==> config.mk <==
export PLATFORM = sky130hd
export DESIGN_NAME = sccb_config_sequencer
export DESIGN_NICKNAME = d
export VERILOG_FILES = /design/src/rtl/camera_pkg.sv /design/src/rtl/seq_delay_timer.sv /design/src/rtl/sccb_config_sequencer.sv
export SDC_FILE = /design/constraint.sdc
export NUM_CORES = 1
export LEC_CHECK = 0
export BUFFER_PORTS_ARGS = -buffer_cell sky130_fd_sc_hd__buf_2
export CORE_MARGIN = 3
export CORE_UTILIZATION = 51
export CTS_BUF_LIST = sky130_fd_sc_hd__clkbuf_8
export DETAILED_ROUTE_END_ITERATION = 6
export HOLD_SLACK_MARGIN = 0.1
export MAX_ROUTING_LAYER = met4
export PLACE_DENSITY = 0.74
export RECOVER_POWER = 100
export SYNTH_ARGS = -nofsm -noshare
export SYNTH_HDL_FRONTEND = slang
export SYNTH_HIERARCHICAL = 1
export SYNTH_SLANG_ARGS = --single-unit
==> constraint.sdc <==
create_clock -name clock -period 3.9 [get_ports clock]
set_input_delay 0.195 -clock clock [delete_from_list [all_inputs] [get_ports clock]]
set_output_delay 0.195 -clock clock [all_outputs]
set_load 0.02 [all_outputs]
==> src/rtl/camera_pkg.sv <==
// Shared camera-side definitions: sequencer state encoding, COM7 soft-reset
// register location and small compile-time helpers.
package camera_pkg;

   typedef enum logic [2:0] {
      IDLE  = 3'd0,
      FETCH = 3'd1,
      LATCH = 3'd2,
      ISSUE = 3'd3,
      WAIT  = 3'd4,
      DELAY = 3'd5,
      DONE  = 3'd6,
      ERROR = 3'd7
   } seq_state_t;

   localparam logic [7:0] SCCB_COM7_ADDR      = 8'h12;
   localparam int         SCCB_COM7_RESET_BIT = 7;

   // Larger of two integers, used to size counters from parameters.
   function automatic int max_int(input int a, input int b);
      return (a > b) ? a : b;
   endfunction

   // True when a register write triggers the sensor's soft reset (COM7 bit 7).
   function automatic logic is_soft_reset(input logic [7:0] addr, input logic [7:0] data);
      return (addr == SCCB_COM7_ADDR) && data[SCCB_COM7_RESET_BIT];
   endfunction

endpackage

==> src/rtl/seq_delay_timer.sv <==
// Loadable down-counter with a zero flag. Load takes priority over
// decrement; the counter holds at zero once it gets there.
module seq_delay_timer #(
   parameter int WIDTH = 8
) (
   input  logic             clock,
   input  logic             reset,
   input  logic             load,
   input  logic [WIDTH-1:0] load_value,
   input  logic             dec,
   output logic             zero
);

   logic [WIDTH-1:0] count_r;

   // Counter register: load, count down toward zero, or hold.
   always_ff @(posedge clock or posedge reset) begin
      if (reset) begin
         count_r <= {WIDTH{1'b0}};
      end else if (load) begin
         count_r <= load_value;
      end else if (dec && (count_r != {WIDTH{1'b0}})) begin
         count_r <= count_r - WIDTH'(1'b1);
      end else begin
         count_r <= count_r;
      end
   end

   assign zero = (count_r == {WIDTH{1'b0}});

endmodule

==> src/rtl/sccb_config_sequencer.sv <==
// Camera register init sequencer: reads each {reg_addr, reg_data} entry from
// the registered init ROM, hands it to the SCCB write master, waits for the
// transfer result, retries NACKed writes and inserts settle delays.
module sccb_config_sequencer
   import camera_pkg::*;
#(
   parameter int NUM_ENTRIES = 79,
   parameter int RESET_DELAY = 50000,
   parameter int GAP_CYCLES  = 16,
   parameter int MAX_RETRY   = 3
) (
   input  logic        clock,
   input  logic        reset,
   input  logic        start,
   output logic [7:0]  rom_address,
   input  logic [15:0] rom_register,
   output logic        sccb_valid,
   input  logic        sccb_ready,
   output logic [7:0]  sccb_reg_addr,
   output logic [7:0]  sccb_reg_data,
   input  logic        sccb_done,
   input  logic        sccb_nack,
   output logic        busy,
   output logic        config_done,
   output logic        config_error,
   output logic [7:0]  err_index
);

   localparam int DELAY_MAX = max_int(RESET_DELAY, GAP_CYCLES);
   localparam int DW        = (DELAY_MAX > 0) ? $clog2(DELAY_MAX + 1) : 1;
   localparam int RW        = (MAX_RETRY > 0) ? $clog2(MAX_RETRY + 1) : 1;

   localparam logic [7:0]    LAST_IDX    = 8'(NUM_ENTRIES - 1);
   localparam logic [DW-1:0] RESET_LOAD  = DW'(RESET_DELAY);
   localparam logic [DW-1:0] GAP_LOAD    = DW'(GAP_CYCLES);
   localparam logic [RW-1:0] RETRY_LIMIT = RW'(MAX_RETRY);

   seq_state_t    state_r;
   seq_state_t    state_nxt_s;

   logic [7:0]    idx_r;
   logic [7:0]    idx_nxt_s;
   logic [RW-1:0] retry_r;
   logic [RW-1:0] retry_nxt_s;
   logic [7:0]    cmd_addr_r;
   logic [7:0]    cmd_addr_nxt_s;
   logic [7:0]    cmd_data_r;
   logic [7:0]    cmd_data_nxt_s;
   logic          valid_r;
   logic          valid_nxt_s;
   logic          busy_r;
   logic          busy_nxt_s;
   logic          done_r;
   logic          done_nxt_s;
   logic          error_r;
   logic          error_nxt_s;
   logic [7:0]    err_index_r;
   logic [7:0]    err_index_nxt_s;

   logic          timer_load_s;
   logic          timer_dec_s;
   logic          timer_zero_s;
   logic [DW-1:0] timer_value_s;

   // A COM7 soft reset needs the long settle time; everything else gets the gap.
   assign timer_value_s = is_soft_reset(cmd_addr_r, cmd_data_r) ? RESET_LOAD : GAP_LOAD;

   seq_delay_timer #(
      .WIDTH(DW)
   ) u_delay (
      .clock      (clock),
      .reset      (reset),
      .load       (timer_load_s),
      .load_value (timer_value_s),
      .dec        (timer_dec_s),
      .zero       (timer_zero_s)
   );

   // State register.
   always_ff @(posedge clock or posedge reset) begin
      if (reset) begin
         state_r <= IDLE;
      end else begin
         state_r <= state_nxt_s;
      end
   end

   // Next-state decode.
   always_comb begin
      state_nxt_s = state_r;
      case (state_r)
         IDLE, DONE, ERROR: begin
            if (start) begin
               state_nxt_s = FETCH;
            end else begin
               state_nxt_s = state_r;
            end
         end
         FETCH: state_nxt_s = LATCH;
         LATCH: state_nxt_s = ISSUE;
         ISSUE: begin
            if (valid_r && sccb_ready) begin
               state_nxt_s = WAIT;
            end else begin
               state_nxt_s = ISSUE;
            end
         end
         WAIT: begin
            if (sccb_done && !sccb_nack) begin
               state_nxt_s = DELAY;
            end else if (sccb_done && (retry_r < RETRY_LIMIT)) begin
               state_nxt_s = ISSUE;
            end else if (sccb_done) begin
               state_nxt_s = ERROR;
            end else begin
               state_nxt_s = WAIT;
            end
         end
         DELAY: begin
            if (timer_zero_s && (idx_r == LAST_IDX)) begin
               state_nxt_s = DONE;
            end else if (timer_zero_s) begin
               state_nxt_s = FETCH;
            end else begin
               state_nxt_s = DELAY;
            end
         end
         default: state_nxt_s = IDLE;
      endcase
   end

   // Output / datapath next-value decode; everything is registered below.
   always_comb begin
      idx_nxt_s       = idx_r;
      retry_nxt_s     = retry_r;
      cmd_addr_nxt_s  = cmd_addr_r;
      cmd_data_nxt_s  = cmd_data_r;
      done_nxt_s      = done_r;
      error_nxt_s     = error_r;
      err_index_nxt_s = err_index_r;
      timer_load_s    = 1'b0;
      timer_dec_s     = 1'b0;
      case (state_r)
         IDLE, DONE, ERROR: begin
            if (start) begin
               idx_nxt_s       = 8'h00;
               retry_nxt_s     = {RW{1'b0}};
               done_nxt_s      = 1'b0;
               error_nxt_s     = 1'b0;
               err_index_nxt_s = 8'h00;
            end else begin
               idx_nxt_s       = idx_r;
            end
         end
         LATCH: begin
            cmd_addr_nxt_s = rom_register[15:8];
            cmd_data_nxt_s = rom_register[7:0];
         end
         WAIT: begin
            if (sccb_done && !sccb_nack) begin
               retry_nxt_s  = {RW{1'b0}};
               timer_load_s = 1'b1;
            end else if (sccb_done && (retry_r < RETRY_LIMIT)) begin
               retry_nxt_s  = retry_r + RW'(1'b1);
            end else if (sccb_done) begin
               error_nxt_s     = 1'b1;
               err_index_nxt_s = idx_r;
            end else begin
               retry_nxt_s  = retry_r;
            end
         end
         DELAY: begin
            timer_dec_s = 1'b1;
            // The last-entry compare comes first so idx never wraps past 255.
            if (timer_zero_s && (idx_r == LAST_IDX)) begin
               done_nxt_s = 1'b1;
            end else if (timer_zero_s) begin
               idx_nxt_s  = idx_r + 8'd1;
            end else begin
               idx_nxt_s  = idx_r;
            end
         end
         default: begin
            idx_nxt_s = idx_r;
         end
      endcase
      valid_nxt_s = (state_nxt_s == ISSUE);
      busy_nxt_s  = (state_nxt_s inside {FETCH, LATCH, ISSUE, WAIT, DELAY});
   end

   // Datapath and output registers; reset clears every output at once.
   always_ff @(posedge clock or posedge reset) begin
      if (reset) begin
         idx_r       <= 8'h00;
         retry_r     <= {RW{1'b0}};
         cmd_addr_r  <= 8'h00;
         cmd_data_r  <= 8'h00;
         valid_r     <= 1'b0;
         busy_r      <= 1'b0;
         done_r      <= 1'b0;
         error_r     <= 1'b0;
         err_index_r <= 8'h00;
      end else begin
         idx_r       <= idx_nxt_s;
         retry_r     <= retry_nxt_s;
         cmd_addr_r  <= cmd_addr_nxt_s;
         cmd_data_r  <= cmd_data_nxt_s;
         valid_r     <= valid_nxt_s;
         busy_r      <= busy_nxt_s;
         done_r      <= done_nxt_s;
         error_r     <= error_nxt_s;
         err_index_r <= err_index_nxt_s;
      end
   end

   assign rom_address   = idx_r;
   assign sccb_valid    = valid_r;
   assign sccb_reg_addr = cmd_addr_r;
   assign sccb_reg_data = cmd_data_r;
   assign busy          = busy_r;
   assign config_done   = done_r;
   assign config_error  = error_r;
   assign err_index     = err_index_r;

endmodule

==> summary.md <==
| Metric | Value |
|---|---|
| Synth Instances | `300` |
| TritonCTS sink count | `57` |
| Primary flip-flop cell chosen by synthesis mapping | `dfrtp_1` |
| Max stage delay on crit path | `450 ps` |
| Die H | `83.5 um` |
| Total power per unit cell area | `608 nW/um^2` |
| Number of max-slew violations in the final report | `42` |
| Net count, final | `406` |
| Most common library cell in the layout ignoring fill and taps | `dfrtp_1` |
| Die Span X | `83.5 um` |
| Inserted Clock Buffers | `9` |
| Fraction of layout cells with a size suffix above 1 | `0.153` |
| Source-to-sink clock delay at the later pin of the worst-skew pair | `330 ps` |
| WL/cell | `15.0 um` |
| Upper clock frequency limit | `0.310 GHz` |
| Setup repair after global routing missed its margin | `false` |
| WL final | `6.85 mm` |
| Peak ir drop on the vdd network | `502 uV` |
| Detailed-router iteration count before antenna repair | `4` |
| Placed standard-cell area | `3420 um^2` |
| Detailed-route DRC error count | `0` |
| Crit path max-delay cell type | `nor3b_1` |
| Fin crit period | `3230 ps` |
| Global-route wire length before repair | `11.6 mm` |
| Result of the run | `complete, but fails checks` |
| Hold crit path type | `in2reg` |
| Worst endpoint required time | `4150 ps` |
| Violations in the final reports | `max-capacitance violations, max-slew violations` |
| Routed vias/inst | `5.68` |
| Number of port buffers | `57` |
| Worst path arrival time | `3480 ps` |
| Fraction of registers with async set/reset | `1.00` |
| Final Hold Fails | `0` |
| I/O pin count | `58` |
| Total GRT Usage | `0.207` |
| Post-synthesis register bit count | `57` |
| Most frequent cells in the layout | `dfrtp_1, clkbuf_1, nand2_1` |
| Pin count of the biggest net entering global routing | `42` |
| Library cell used as clock root buffer | `clkbuf_8` |
| Final setup violation count | `0` |
| Standard cell core area | `5680 um^2` |
| Number of antenna violations at the first check in global routing | `0` |
| Worst slew margin | `-0.385` |
| Via count of the first global-routing pass | `2,517` |
| CTS tree | `done` |
| Resize count post-CTS | `0` |
| Post-CTS Setup Repair Bufs | `0` |
| Area growth from synthesis to layout | `18.9%` |
| Total gr overflow | `0` |
| Setup Total Neg Slack | `0 ps` |
| Series of cell instances along the critical path | `inv_1 -> ha_1 -> nor3b_1 -> nand4_2 -> inv_1 -> nor4bb_1 -> a211o_1 -> or3_1 -> or3_1 -> a21oi_1` |
| Kind of launch point of the worst setup path | `register` |
| Placed instance count | `428` |
| Count of standard-cell rows | `27` |
| Number of enable-type register cells in the synthesized netlist | `0` |
| Post-route fraction of the period consumed by the critical path | `0.827` |
| CTS clock-pin slew for the worst setup and hold paths | `70 ps` |
| Number of H-tree branching levels | `3` |
| Effective utilization at floorplan | `0.540` |
| Detailed-placement wirelength estimate | `4.75 mm` |
| Total standard cell area after synthesis | `3070 um^2` |
| Drt first-iter violations | `225` |
| Antenna fix cells | `0` |
| Kind of end point of the critical path | `register` |
| Portion of the post-synthesis area used by sequential elements | `0.465` |
| Max_cap viols | `1` |
| Area of all placed cells without fillers | `3650 um^2` |
| Finished Layout Cells | `457` |
| Worst-Margin Slew | `2080 ps` |
| Yosys warns | `6` |
| Critical-path maximum fanout | `12` |
| Final GP Congestion | `0.825` |
| Syn avg cell area | `10.2 um^2` |
| Critical path class | `reg2reg` |
| Overall die area | `6980 um^2` |
| Detail Route Antenna Nets | `0` |
| Post-synthesis cell type count | `68` |
| Vias post-DR | `2,594` |
| Static Leakage | `1.53 nW` |
| Max clock buf depth | `2` |
| Worst Clk Skew | `8.88 ps` |
## Yosys cell counts (3+ instances only)
| cell type | number | area share |
|---|---|---|
| nor4_4 | 3 | 0.021 |
| nor3_1 | 5 | 0.0082 |
| inv_1 | 8 | 0.0098 |
| mux2_1 | 3 | 0.011 |
| nor2_1 | 22 | 0.027 |
| o41ai_1 | 4 | 0.011 |
| a31oi_1 | 6 | 0.012 |
| or4_1 | 6 | 0.015 |
| nand2b_1 | 4 | 0.0082 |
| o31ai_1 | 7 | 0.017 |
| o311ai_0 | 4 | 0.011 |
| or3_1 | 5 | 0.010 |
| nor2b_1 | 5 | 0.010 |
| a21oi_1 | 8 | 0.013 |
| o21ai_0 | 16 | 0.026 |
| nor4b_1 | 3 | 0.0086 |
| dfrtp_1 | 57 | 0.47 |
| ha_1 | 4 | 0.016 |
| buf_2 | 6 | 0.0098 |
| a22o_1 | 8 | 0.023 |
| nand4_1 | 3 | 0.0061 |
| and3_1 | 5 | 0.010 |
| nand3_1 | 16 | 0.026 |
| nand2_1 | 25 | 0.031 |
| mux2_2 | 15 | 0.055 |
## flip-flops by register name, summed over array words and instances (netlist names)
signal / cells
sccb_valid: 1
sccb_reg_data: 8
u_delay/count_r: 16
config_done: 1
err_index: 8
retry_r: 2
config_error: 1
state_r: 3
busy: 1
sccb_reg_addr: 8
rom_address: 8
## path summary, 6_finish.rpt
path,startpoint,end,slack (ps),cells past startpoint
worst max-delay path,u_delay/count_r[0],rom_address[5],670,10
worst min-delay path,rom_register[1],sccb_reg_data[1],110,2
worst max register to register,u_delay/count_r[0],rom_address[5],670,10
worst min register to register,sccb_reg_data[0],sccb_reg_data[0],490,1
max in group asynchronous,reset,state_r[0],1530,4
min in group asynchronous,reset,u_delay/count_r[15],500,3
## layer usage
metal,share of wire,GRT usage,up-vias
li1,-,-,1275
met1,0.46,0.274,1237
met2,0.47,0.319,73
met3,0.051,0.0474,9
met4,0.015,0.0673,0
met5,0,-,-
## area by class of cell
type,count,area [um^2]
fill,482,2030
multi-input combinational,229,1540
sequential,57,1430
timing repair buffer,73,382
clock buffer,10,138
tap,72,90.1
inverter,10,37.5
clock inverter,6,35.0
## report_power, final
part | switching [mW] | internal (mW) | total (mW) | leakage (nW)
clock network | 0.236 | 0.243 | 0.479 | 0.0932
registers | 0.209 | 0.770 | 0.979 | 0.697
logic | 0.442 | 0.318 | 0.760 | 0.744
total | 0.887 | 1.33 | 2.22 | 1.53
## critical path: cells and delay by family, from the launching register on
kind	cells	cell delay [ps]
AND/OR/NAND/NOR	5	1560
AO/OA/AOI/OAI	2	560
buffers and inverters	2	410
flip-flops	1	390
adder cells (fa/ha/maj)	1	230
## what timing repair did
action | CTS | global route
hold buffers | 13 | 0
hold endpoints to repair | 69 | 0
endpoints found under the setup margin | 0 | 0
## kinds of logic after synthesis
family,after synthesis,share of synthesized area
other,2,0.00245
flip-flops,57,0.465
adder cells (fa/ha/maj),4,0.0163
XOR/XNOR,2,0.00571
buffers and inverters,23,0.0375
AND/OR/NAND/NOR,126,0.250
multiplexers,19,0.0694
AO/OA/AOI/OAI,67,0.154
## metrics by stage
stage / power [mW] / setup WS [ps] / util / hold slack [ps]
2_1_floorplan: 1.55 / 1430 / - / 109
3_3_place_gp: 1.74 / 1110 / 0.603 / 310
3_5_place_dp: 1.78 / 996 / 0.603 / 322
4_1_cts: 2.27 / 975 / 0.656 / 102
5_1_grt: 2.36 / 405 / 0.642 / 109
6_report: 2.22 / 674 / 0.642 / 110
Power figures use the tool's default switching activity.
